===== src/rtl/fetch_pkg.sv =====
// fetch_pkg: shared constants and entry type for the instruction prefetch unit
package fetch_pkg;
   localparam logic [31:0] NOP_INSTR = 32'h0000_0013;
   localparam logic [31:0] DEFAULT_RESET_PC = 32'h0000_0000;
   typedef struct packed {
      logic [31:0] pc;
      logic [31:0] instr;
   } fetch_entry_t;
   function automatic logic [31:0] word_align(input logic [31:0] a);
      return {a[31:2], 2'b00};
   endfunction
endpackage


===== src/rtl/instr_fetch_buffer_if.sv =====
// instr_fetch_buffer_if: request/response channel between fetch engine and instruction memory
interface instr_fetch_buffer_if;
   logic        req_valid;
   logic [31:0] req_addr;
   logic        req_ready;
   logic        resp_valid;
   logic [31:0] resp_data;
   modport master (output req_valid, req_addr, input req_ready, resp_valid, resp_data);
   modport slave (input req_valid, req_addr, output req_ready, resp_valid, resp_data);
endinterface


===== src/rtl/instr_fetch_buffer_fifo.sv =====
// fetch_fifo: synchronous FIFO of fetched {pc, instr} entries; flush beats push/pop
module fetch_fifo
   import fetch_pkg::*;
#(
   parameter int DEPTH = 4,
   localparam int AW = $clog2(DEPTH)
) (
   input  logic         clk,
   input  logic         reset,
   input  logic         push,
   input  logic         pop,
   input  logic         flush,
   input  fetch_entry_t din,
   output fetch_entry_t head,
   output logic [AW:0]  count,
   output logic         empty,
   output logic         full
);
   localparam logic [AW:0] CAP = (AW + 1)'(DEPTH);
   fetch_entry_t mem [DEPTH];
   logic [AW-1:0] wr_ptr, rd_ptr;
   logic do_push, do_pop;
   // Status flags and the push/pop actually performed this cycle
   always_comb begin
      empty   = count == '0;
      full    = count == CAP;
      do_pop  = pop && !empty;
      do_push = push && (!full || do_pop);
      head    = mem[rd_ptr];
   end
   // Pointer and occupancy bookkeeping
   always_ff @(posedge clk) begin
      if (reset || flush) begin
         wr_ptr <= '0;
         rd_ptr <= '0;
         count  <= '0;
      end else begin
         wr_ptr <= do_push ? wr_ptr + 1'b1 : wr_ptr;
         rd_ptr <= do_pop ? rd_ptr + 1'b1 : rd_ptr;
         count  <= count + (AW + 1)'(do_push) - (AW + 1)'(do_pop);
      end
   end
   // Entry storage needs no reset; occupancy decides what is visible
   always_ff @(posedge clk) begin
      if (do_push && !flush && !reset) mem[wr_ptr] <= din;
   end
endmodule


===== src/rtl/instr_fetch_buffer.sv =====
// instr_fetch_buffer: credit-based instruction prefetch with redirect flush (FETCH_BYPASS_EN: same-cycle response bypass)
module instr_fetch_buffer
   import fetch_pkg::*;
#(
   parameter int          DEPTH    = 4,
   parameter logic [31:0] RESET_PC = DEFAULT_RESET_PC,
   localparam int         CW       = $clog2(DEPTH) + 1
) (
   input  logic                  clk,
   input  logic                  reset,
   input  logic                  redirect,
   input  logic [31:0]           redirect_pc,
   input  logic                  stall,
   instr_fetch_buffer_if.master  imem,
   output logic                  if_valid,
   output logic [31:0]           if_pc,
   output logic [31:0]           if_instr
);
   localparam logic [CW:0] LIMIT = (CW + 1)'(DEPTH);
   logic [31:0]   fetch_pc, resp_pc;
   logic [CW-1:0] o, d, fifo_count;
   logic          fifo_empty, fifo_full, accept, keep, push, pop, head_valid;
   fetch_entry_t  head, fifo_head;
   // Issue only while an unreserved FIFO slot remains for the answer
   always_comb begin
      imem.req_valid = !reset && !redirect && ({1'b0, fifo_count} + {1'b0, o} < LIMIT);
      imem.req_addr  = fetch_pc;
      accept         = imem.req_valid && imem.req_ready;
      keep           = imem.resp_valid && d == '0 && !redirect && !reset;
   end
`ifdef FETCH_BYPASS_EN
   // A kept response meeting an empty FIFO is shown at once and only stored if not consumed
   always_comb begin
      head_valid = !fifo_empty || keep;
      head       = fifo_empty ? '{pc: resp_pc, instr: imem.resp_data} : fifo_head;
      pop        = !fifo_empty && !stall;
      push       = keep && !fifo_full && !(fifo_empty && !stall);
   end
`else
   // Every kept response is staged in the FIFO; the head comes from storage only
   always_comb begin
      head_valid = !fifo_empty;
      head       = fifo_head;
      pop        = !fifo_empty && !stall;
      push       = keep && !fifo_full;
   end
`endif
   // Present the head, or a harmless NOP bubble when nothing is buffered
   always_comb begin
      if_valid = head_valid;
      if_pc    = head_valid ? head.pc : 32'h0;
      if_instr = head_valid ? head.instr : NOP_INSTR;
   end
   fetch_fifo #(.DEPTH(DEPTH)) u_fifo (
      .clk   (clk),
      .reset (reset),
      .push  (push),
      .pop   (pop),
      .flush (redirect),
      .din   ('{pc: resp_pc, instr: imem.resp_data}),
      .head  (fifo_head),
      .count (fifo_count),
      .empty (fifo_empty),
      .full  (fifo_full)
   );
   // Address, in-flight and drop counters; a redirect turns every unanswered request into a drop
   always_ff @(posedge clk) begin
      if (reset) begin
         fetch_pc <= RESET_PC;
         resp_pc  <= RESET_PC;
         o        <= '0;
         d        <= '0;
      end else if (redirect) begin
         fetch_pc <= word_align(redirect_pc);
         resp_pc  <= word_align(redirect_pc);
         o        <= o - CW'(imem.resp_valid);
         d        <= o - CW'(imem.resp_valid);
      end else begin
         fetch_pc <= accept ? fetch_pc + 32'd4 : fetch_pc;
         resp_pc  <= keep ? resp_pc + 32'd4 : resp_pc;
         o        <= o + CW'(accept) - CW'(imem.resp_valid);
         d        <= imem.resp_valid && d != '0 ? d - CW'(1) : d;
      end
   end
endmodule


===== src/flat_wrapper.sv =====
// flat-port wrapper written by rule: the top's interface ports become plain ports
module instr_fetch_buffer_flat import fetch_pkg::*;
#(
   parameter int          DEPTH    = 4,
   parameter logic [31:0] RESET_PC = DEFAULT_RESET_PC,
   localparam int         CW       = $clog2(DEPTH) + 1
)
  (clk, reset, redirect, redirect_pc, stall, if_valid, if_pc, if_instr, imem_req_valid, imem_req_addr, imem_req_ready, imem_resp_valid, imem_resp_data);
  instr_fetch_buffer_if imem_i ();
  input  logic clk;
  input  logic reset;
  input  logic redirect;
  input  logic [31:0] redirect_pc;
  input  logic stall;
  output logic if_valid;
  output logic [31:0] if_pc;
  output logic [31:0] if_instr;
  output wire logic [$bits(imem_i.req_valid)-1:0] imem_req_valid;
  output wire logic [$bits(imem_i.req_addr)-1:0] imem_req_addr;
  input wire logic [$bits(imem_i.req_ready)-1:0] imem_req_ready;
  input wire logic [$bits(imem_i.resp_valid)-1:0] imem_resp_valid;
  input wire logic [$bits(imem_i.resp_data)-1:0] imem_resp_data;
  assign imem_req_valid = imem_i.req_valid;
  assign imem_req_addr = imem_i.req_addr;
  assign imem_i.req_ready = imem_req_ready;
  assign imem_i.resp_valid = imem_resp_valid;
  assign imem_i.resp_data = imem_resp_data;
  instr_fetch_buffer #(.DEPTH(DEPTH), .RESET_PC(RESET_PC)) u_core (.clk(clk), .reset(reset), .redirect(redirect), .redirect_pc(redirect_pc), .stall(stall), .imem(imem_i), .if_valid(if_valid), .if_pc(if_pc), .if_instr(if_instr));
endmodule

===== config.mk =====
export PLATFORM = sky130hd
export DESIGN_NAME = instr_fetch_buffer_flat
export DESIGN_NICKNAME = d
export VERILOG_FILES = /design/src/rtl/fetch_pkg.sv /design/src/rtl/instr_fetch_buffer_if.sv /design/src/rtl/instr_fetch_buffer_fifo.sv /design/src/rtl/instr_fetch_buffer.sv /design/src/flat_wrapper.sv
export SDC_FILE = /design/constraint.sdc
export NUM_CORES = 1
export LEC_CHECK = 0
export ABC_AREA = 1
export BUFFER_PORTS_ARGS = -buffer_cell sky130_fd_sc_hd__buf_2
export CORE_ASPECT_RATIO = 0.5
export CORE_MARGIN = 1.5
export CORE_UTILIZATION = 55
export DETAILED_ROUTE_END_ITERATION = 8
export PLACE_DENSITY = 0.79
export SLEW_MARGIN = 20
export SYNTH_ARGS = -nofsm -noshare
export SYNTH_HDL_FRONTEND = slang
export SYNTH_SLANG_ARGS = --single-unit

===== constraint.sdc =====
create_clock -name clk -period 5.6 [get_ports clk]
set_input_delay 0.56 -clock clk [delete_from_list [all_inputs] [get_ports clk]]
set_output_delay 0.56 -clock clk [all_outputs]
set_load 0.05 [all_outputs]

==> impl_metrics.yaml, run 1 <==
synthesis:
  synth-edff-count: 248
  yosysUniqueCellTypes: 41
  ys.warnings.count: 0
  avgSynthCellArea_um2: 9.32
  synth_cells: 1568
  ys.flop_type: "edfxtp_1"
  ys_seq_area_share_pct: 61.2
  async_reset_ff_share_pct: 0
  ys_ff_latch: 323
  synthesis.area_mm2: 0.0146
power:
  ir_drop_mv: 0.207
  p_leak_nw: 6.37
  fin_total_pwr_mw: 5.40
  powerDensity_mw_per_mm2: 322
floorplanning:
  dieArea_mm2: 0.0276
  start_util_pct: 57.0
  die_x_um: 234
  die_y_um: 118
  coreArea_mm2: 0.0256
  io_pins: 168
  num_rows: 41
placement:
  hpwlAfterDp_um: 21500
  io_buffers: 161
  dp_slack_ns: 1.88
  post_dp_cell_area_mm2: 0.0157
  gp_congestion: 0.893
layout:
  diodes: 0
  layout-drive-gt1-share_pct: 14.3
  design_area_mm2: 0.0168
  nets: 1788
  syn2layout_area_growth_pct: 14.6
route:
  drc: 0
  avgRoutedWirePerCell_um: 17.0
  dr.pass1.iters: 5
  wl_um: 35100
  vias: 11461
  antenna_left: 0
  drt-initial-drc-count: 1073
  vias_per_cell: 5.54
global_routing:
  overflow: 0
  grt_pass1_wl_um: 55900
  first_global_vias: 10942
  grt.met2_usage_pct: 42.4
  grt_max_degree: 108
  busiest_layer: "met2"
  use_met1_pct: 35.3
  grt_usage_pct: 25.6
  grt_antenna_before_repair: 0
  met3_usage_pct: 3.86
sta:
  drv_slew: 0
  max_freq_mhz: 275
  whs_ns: 0.202
  worst_slack_ns: 1.96
  finalSetupTns_ns: 0
  slew_headroom_pct: 35.6
  final-setup-viol-count: 0
  finalCriticalPeriod_ns: 3.64
  rsz0062_at_grt: "false"
  tightestPinTransition_ns: 0.960
  hold_viol: 0
  skew_ns: 0.0146
  period_share_pct: 65.0
worst_hold_path:
  min_path_type: "input pin to flip-flop"
job:
  drv_cap: 0
worst_setup_path:
  start_kind: "flip-flop"
  cp-end-kind: "primary output"
  cp.required_ns: 5.04
  worstPathMaxFanout: 84
  worstPathArrival_ns: 3.08
  crit_type: "flip-flop to primary output"
cts:
  root_buffer: "clkbuf_16"
  cts_tree: "built"
  holdBufCountCts: 0
  cts_setup_buffers: 0
  cts_made_buffers: 29
  post_cts_resize_count: 0
  cts.clk_slew.worst_paths_ns: 0.07
  clkLatencyLatePin_ns: 0.57
  clockBufferDepth: 3
  htreeDepth: 1
  clock_sinks: 323
outcome:
  status: "completed"
kinds of logic after synthesis:
logic type / Yosys count / synth area share [%]
AO/OA/AOI/OAI: 312 / 11.0
XOR/XNOR: 13 / 0.779
flip-flops: 323 / 61.2
buffers and inverters: 176 / 4.96
AND/OR/NAND/NOR: 725 / 20.3
other: 1 / 0.0256
adder cells (fa/ha/maj): 18 / 1.64
worst max-delay path, cell delays in order (launching register included):
cell and delay, ns:
dfxtp_4 0.42, inv_2 0.49, buf_4 0.72, o21ai_0 0.26
a21oi_1 0.27, buf_2 0.31
Yosys cell counts (2+ instances only):
master / instances / area share [%]
o211ai_1: 3 / 0.15
o21a_1: 2 / 0.10
xnor2_1: 2 / 0.12
a31oi_1: 9 / 0.39
nand2_2: 3 / 0.13
ha_1: 16 / 1.4
clkbuf_1: 46 / 1.2
o22ai_1: 5 / 0.21
o311ai_0: 3 / 0.18
nor3_1: 2 / 0.068
o21bai_1: 3 / 0.15
inv_1: 93 / 2.4
o31ai_1: 2 / 0.10
buf_4: 8 / 0.41
dfxtp_1: 75 / 10
edfxtp_1: 248 / 51
o21ai_0: 166 / 5.7
nand2_1: 260 / 6.7
a21oi_1: 118 / 4.0
and2_1: 4 / 0.17
nand3_1: 57 / 2.0
inv_2: 6 / 0.15
buf_6: 2 / 0.15
clkinv_1: 2 / 0.051
nand3b_1: 14 / 0.72
fa_1: 2 / 0.27
nor2_1: 362 / 9.3
buf_2: 15 / 0.51
nor2_4: 5 / 0.39
nand4_1: 12 / 0.51
buf_1: 3 / 0.077
xor2_1: 11 / 0.66
state kept, by name, indices dropped and copies added, names as in the netlist, named ones only:
signal,flops
u_core.d,3
u_core.imem.req_addr,30
u_core.o,3
u_core.resp_pc,30
u_core.u_fifo.count,3
u_core.u_fifo.mem,248
u_core.u_fifo.rd_ptr,2
u_core.u_fifo.wr_ptr,2
through the flow:
stage / utilization (%) / std cells
4_1_cts: 65.3 / 2067
2_1_floorplan: - / 1571
3_5_place_dp: 61.1 / 2013
5_1_grt: 65.3 / 2067
3_3_place_gp: 61.1 / 2013
6_report: 65.3 / 2067
power breakdown:
group          leakage [nW]  switching [mW]  internal (mW)
registers              2.89          0.0712           2.64
clock network         0.516           0.899           1.33
logic                  2.96           0.343          0.122
cell type report:
type / instances / area, um^2
flip-flops and latches: 323 / 8950
clock inverters: 23 / 350
fillers: 2041 / 8900
repair buffers: 173 / 912
inverters: 101 / 379
well taps: 344 / 430
clock buffers: 31 / 733
multi-input cells: 1072 / 4990
cell usage in the layout, fill, tap and decap left out, drive strengths merged, types with 2 or more instances in the layout:
cell type	n
nor2	369
nand2	264
edfxtp	248
buf	173
o21ai	167
a21oi	118
inv	100
dfxtp	75
nand3	58
clkbuf	31
ha	16
nand3b	14
nand4	12
clkinv	12
xor2	11
a31oi	9
bufinv	8
o22ai	5
and2	4
conb	4
clkinvlp	4
o311ai	3
o211ai	3
o21bai	3
nor3	3
xnor2	2
o21a	2
o31ai	2
fa	2
path summary, 6_finish.rpt:
| kind | from | slack (ns) | depth (start not counted) | to |
|---|---|---|---|---|
| max | flip-flop | 1.96 | 5 | if_pc[10] |
| min | imem_resp_data[8] | 0.20 | 1 | u_core.u_fifo.mem[0][8] |
| max reg2reg | u_core.d[0] | 2.61 | 9 | u_core.u_fifo.mem[1][62] |
| min reg2reg | u_core.u_fifo.rd_ptr[1] | 0.48 | 2 | flip-flop |
per-layer routing:
metal,part of all wire [%],vias up
met5,0,-
met4,1.7,0
met3,7.9,55
met2,48,486
met1,43,5370
li1,-,5550
Power figures use the tool's default switching activity.
==> inputs of run 2 (changes only) <==
==> constraint.sdc (replaced) <==
create_clock -name clk -period 3.7 [get_ports clk]
set_input_delay 0.37 -clock clk [delete_from_list [all_inputs] [get_ports clk]]
set_output_delay 0.37 -clock clk [all_outputs]
set_load 0.05 [all_outputs]
==> run 2 against run 1 <==
Effect of this change: cell area grew 1.1%; clock-buffer cell count unchanged; first-iteration DRC count shrank 11%; sequential power up 51%; non-clock buffer count grew 20; die area did not move; flip-flop and latch count did not move; clock power up 45%; routed wire length decreased by 1.8%; clock skew grew 0.0076 ns; worst setup slack worse by 1.1 ns; largest cell class unchanged.
==> impl_metrics.yaml, run 2 (synthesis results as in run 1) <==
power:
  p_leak_nw: 6.46
  fin_total_pwr_mw: 8.06
  powerDensity_mw_per_mm2: 476
  ir_drop_mv: 0.313
layout:
  layout-drive-gt1-share_pct: 14.5
  diodes: 0
  design_area_mm2: 0.0169
  largest_reg_flops: 248
  layout_commonest_cell: "nor2_1"
  syn2layout_area_growth_pct: 15.8
  final_cell_mix: "358 x nor2_1, 260 x nand2_1, 248 x edfxtp_1"
  nets: 1807
  largest-register: "u_core.u_fifo.mem"
cts:
  post_cts_resize_count: 0
  cts_setup_buffers: 0
  htreeDepth: 1
  clkLatencyLatePin_ns: 0.57
  cts.clk_slew.worst_paths_ns: 0.07
  cts_made_buffers: 28
  root_buffer: "clkbuf_16"
  clock_sinks: 323
  cts_tree: "built"
  clockBufferDepth: 3
worst_setup_path:
  cp_slowest_cell: "buf_4"
  cp-end-kind: "primary output"
  max_stage_delay_ns: 0.65
  start_kind: "flip-flop"
  crit_type: "flip-flop to primary output"
  cp.required_ns: 3.33
  worstPathArrival_ns: 2.48
  cp_cell_sequence: "nor3_4 > buf_4 > inv_1 > o311ai_0 > buf_2"
  worstPathMaxFanout: 60
sta:
  skew_ns: 0.0221
  drv_slew: 0
  finalSetupTns_ns: 0
  final-setup-viol-count: 0
  period_share_pct: 77.1
  max_freq_mhz: 351
  hold_viol: 0
  rsz0062_at_grt: "false"
  finalCriticalPeriod_ns: 2.85
  slew_headroom_pct: 45.5
  tightestPinTransition_ns: 0.818
outcome:
  status: "completed"
floorplanning:
  coreArea_mm2: 0.0256
  die_y_um: 118
  start_util_pct: 57.0
  die_x_um: 234
  num_rows: 41
  io_pins: 168
  dieArea_mm2: 0.0276
route:
  wl_um: 34400
  route.met2.wl_um: 16200
  antenna_left: 0
  vias: 11381
  drt-met1-wl_um: 14900
  route.met3.wl_um: 2660
  dr.pass1.iters: 5
  drc: 0
  drt-initial-drc-count: 960
  avgRoutedWirePerCell_um: 16.5
  top_layer_used: "met4"
  vias_per_cell: 5.46
global_routing:
  grt_antenna_before_repair: 0
  grt_max_degree: 102
  grt_usage_pct: 25.1
  grt_pass1_wl_um: 54700
  overflow: 0
  first_global_vias: 10614
placement:
  hpwlAfterDp_um: 21100
  io_buffers: 161
  gp_congestion: 0.915
  post_dp_cell_area_mm2: 0.0158
job:
  drv_cap: 0
worst_hold_path:
  min_path_type: "input pin to flip-flop"
-- run 2: critical path: cells and delay by family, from the launching register on --
family	cells	cell delay (ns)
buffers and inverters	3	1.18
AOI/OAI and AO/OA	1	0.16
DFF	1	0.37
and+or+nand+nor	1	0.19
-- run 2: final timing paths --
check	start	end	slack [ns]	depth (start not counted)
worst max-delay path	u_core.u_fifo.count[0]	if_instr[4]	0.85	5
worst min register to register	u_core.u_fifo.rd_ptr[1]	flip-flop	0.47	2
worst max register to register	u_core.d[0]	u_core.u_fifo.count[2]	1.10	14
worst min-delay path	imem_resp_data[15]	u_core.u_fifo.mem[3][15]	0.02	1
-- run 2: what timing repair did --
item / in CTS / in global routing
endpoints found under the setup margin: 0 / 0
hold buffers: 12 / 0
endpoints found under the hold margin: 48 / 0
-- run 2: per-stage QoR --
stage	utilization (%)	worst slack [ns]	hold slack (ns)	cells
2_1_floorplan	-	-0.487	0.436	1571
3_3_place_gp	61.6	1.02	0.445	2021
3_5_place_dp	61.6	0.973	0.461	2021
4_1_cts	66.0	0.824	0.000144	2085
5_1_grt	66.0	0.698	0.00620	2085
6_report	66.0	0.848	0.0237	2085
-- run 2: metal layers --
layer | GRT usage (%) | vias up
met5 | 0 | -
met4 | 5.89 | 0
met3 | 3.79 | 60
met2 | 42.1 | 419
met1 | 34.6 | 5310
li1 | - | 5592
-- run 2: cell type report --
class | count | area (um^2)
Clock buffer | 31 | 722
Inverter | 101 | 379
Multi-Input combinational cell | 1072 | 4990
Tap cell | 344 | 430
Sequential cell | 323 | 8950
Timing Repair Buffer | 193 | 1150
Fill cell | 2019 | 8710
Clock inverter | 21 | 305
-- run 2: where the power goes --
| part | internal [mW] | switching [mW] | total [mW] |
|---|---|---|---|
| registers | 3.99 | 0.109 | 4.10 |
| logic | 0.200 | 0.520 | 0.720 |
| clock network | 1.91 | 1.33 | 3.24 |
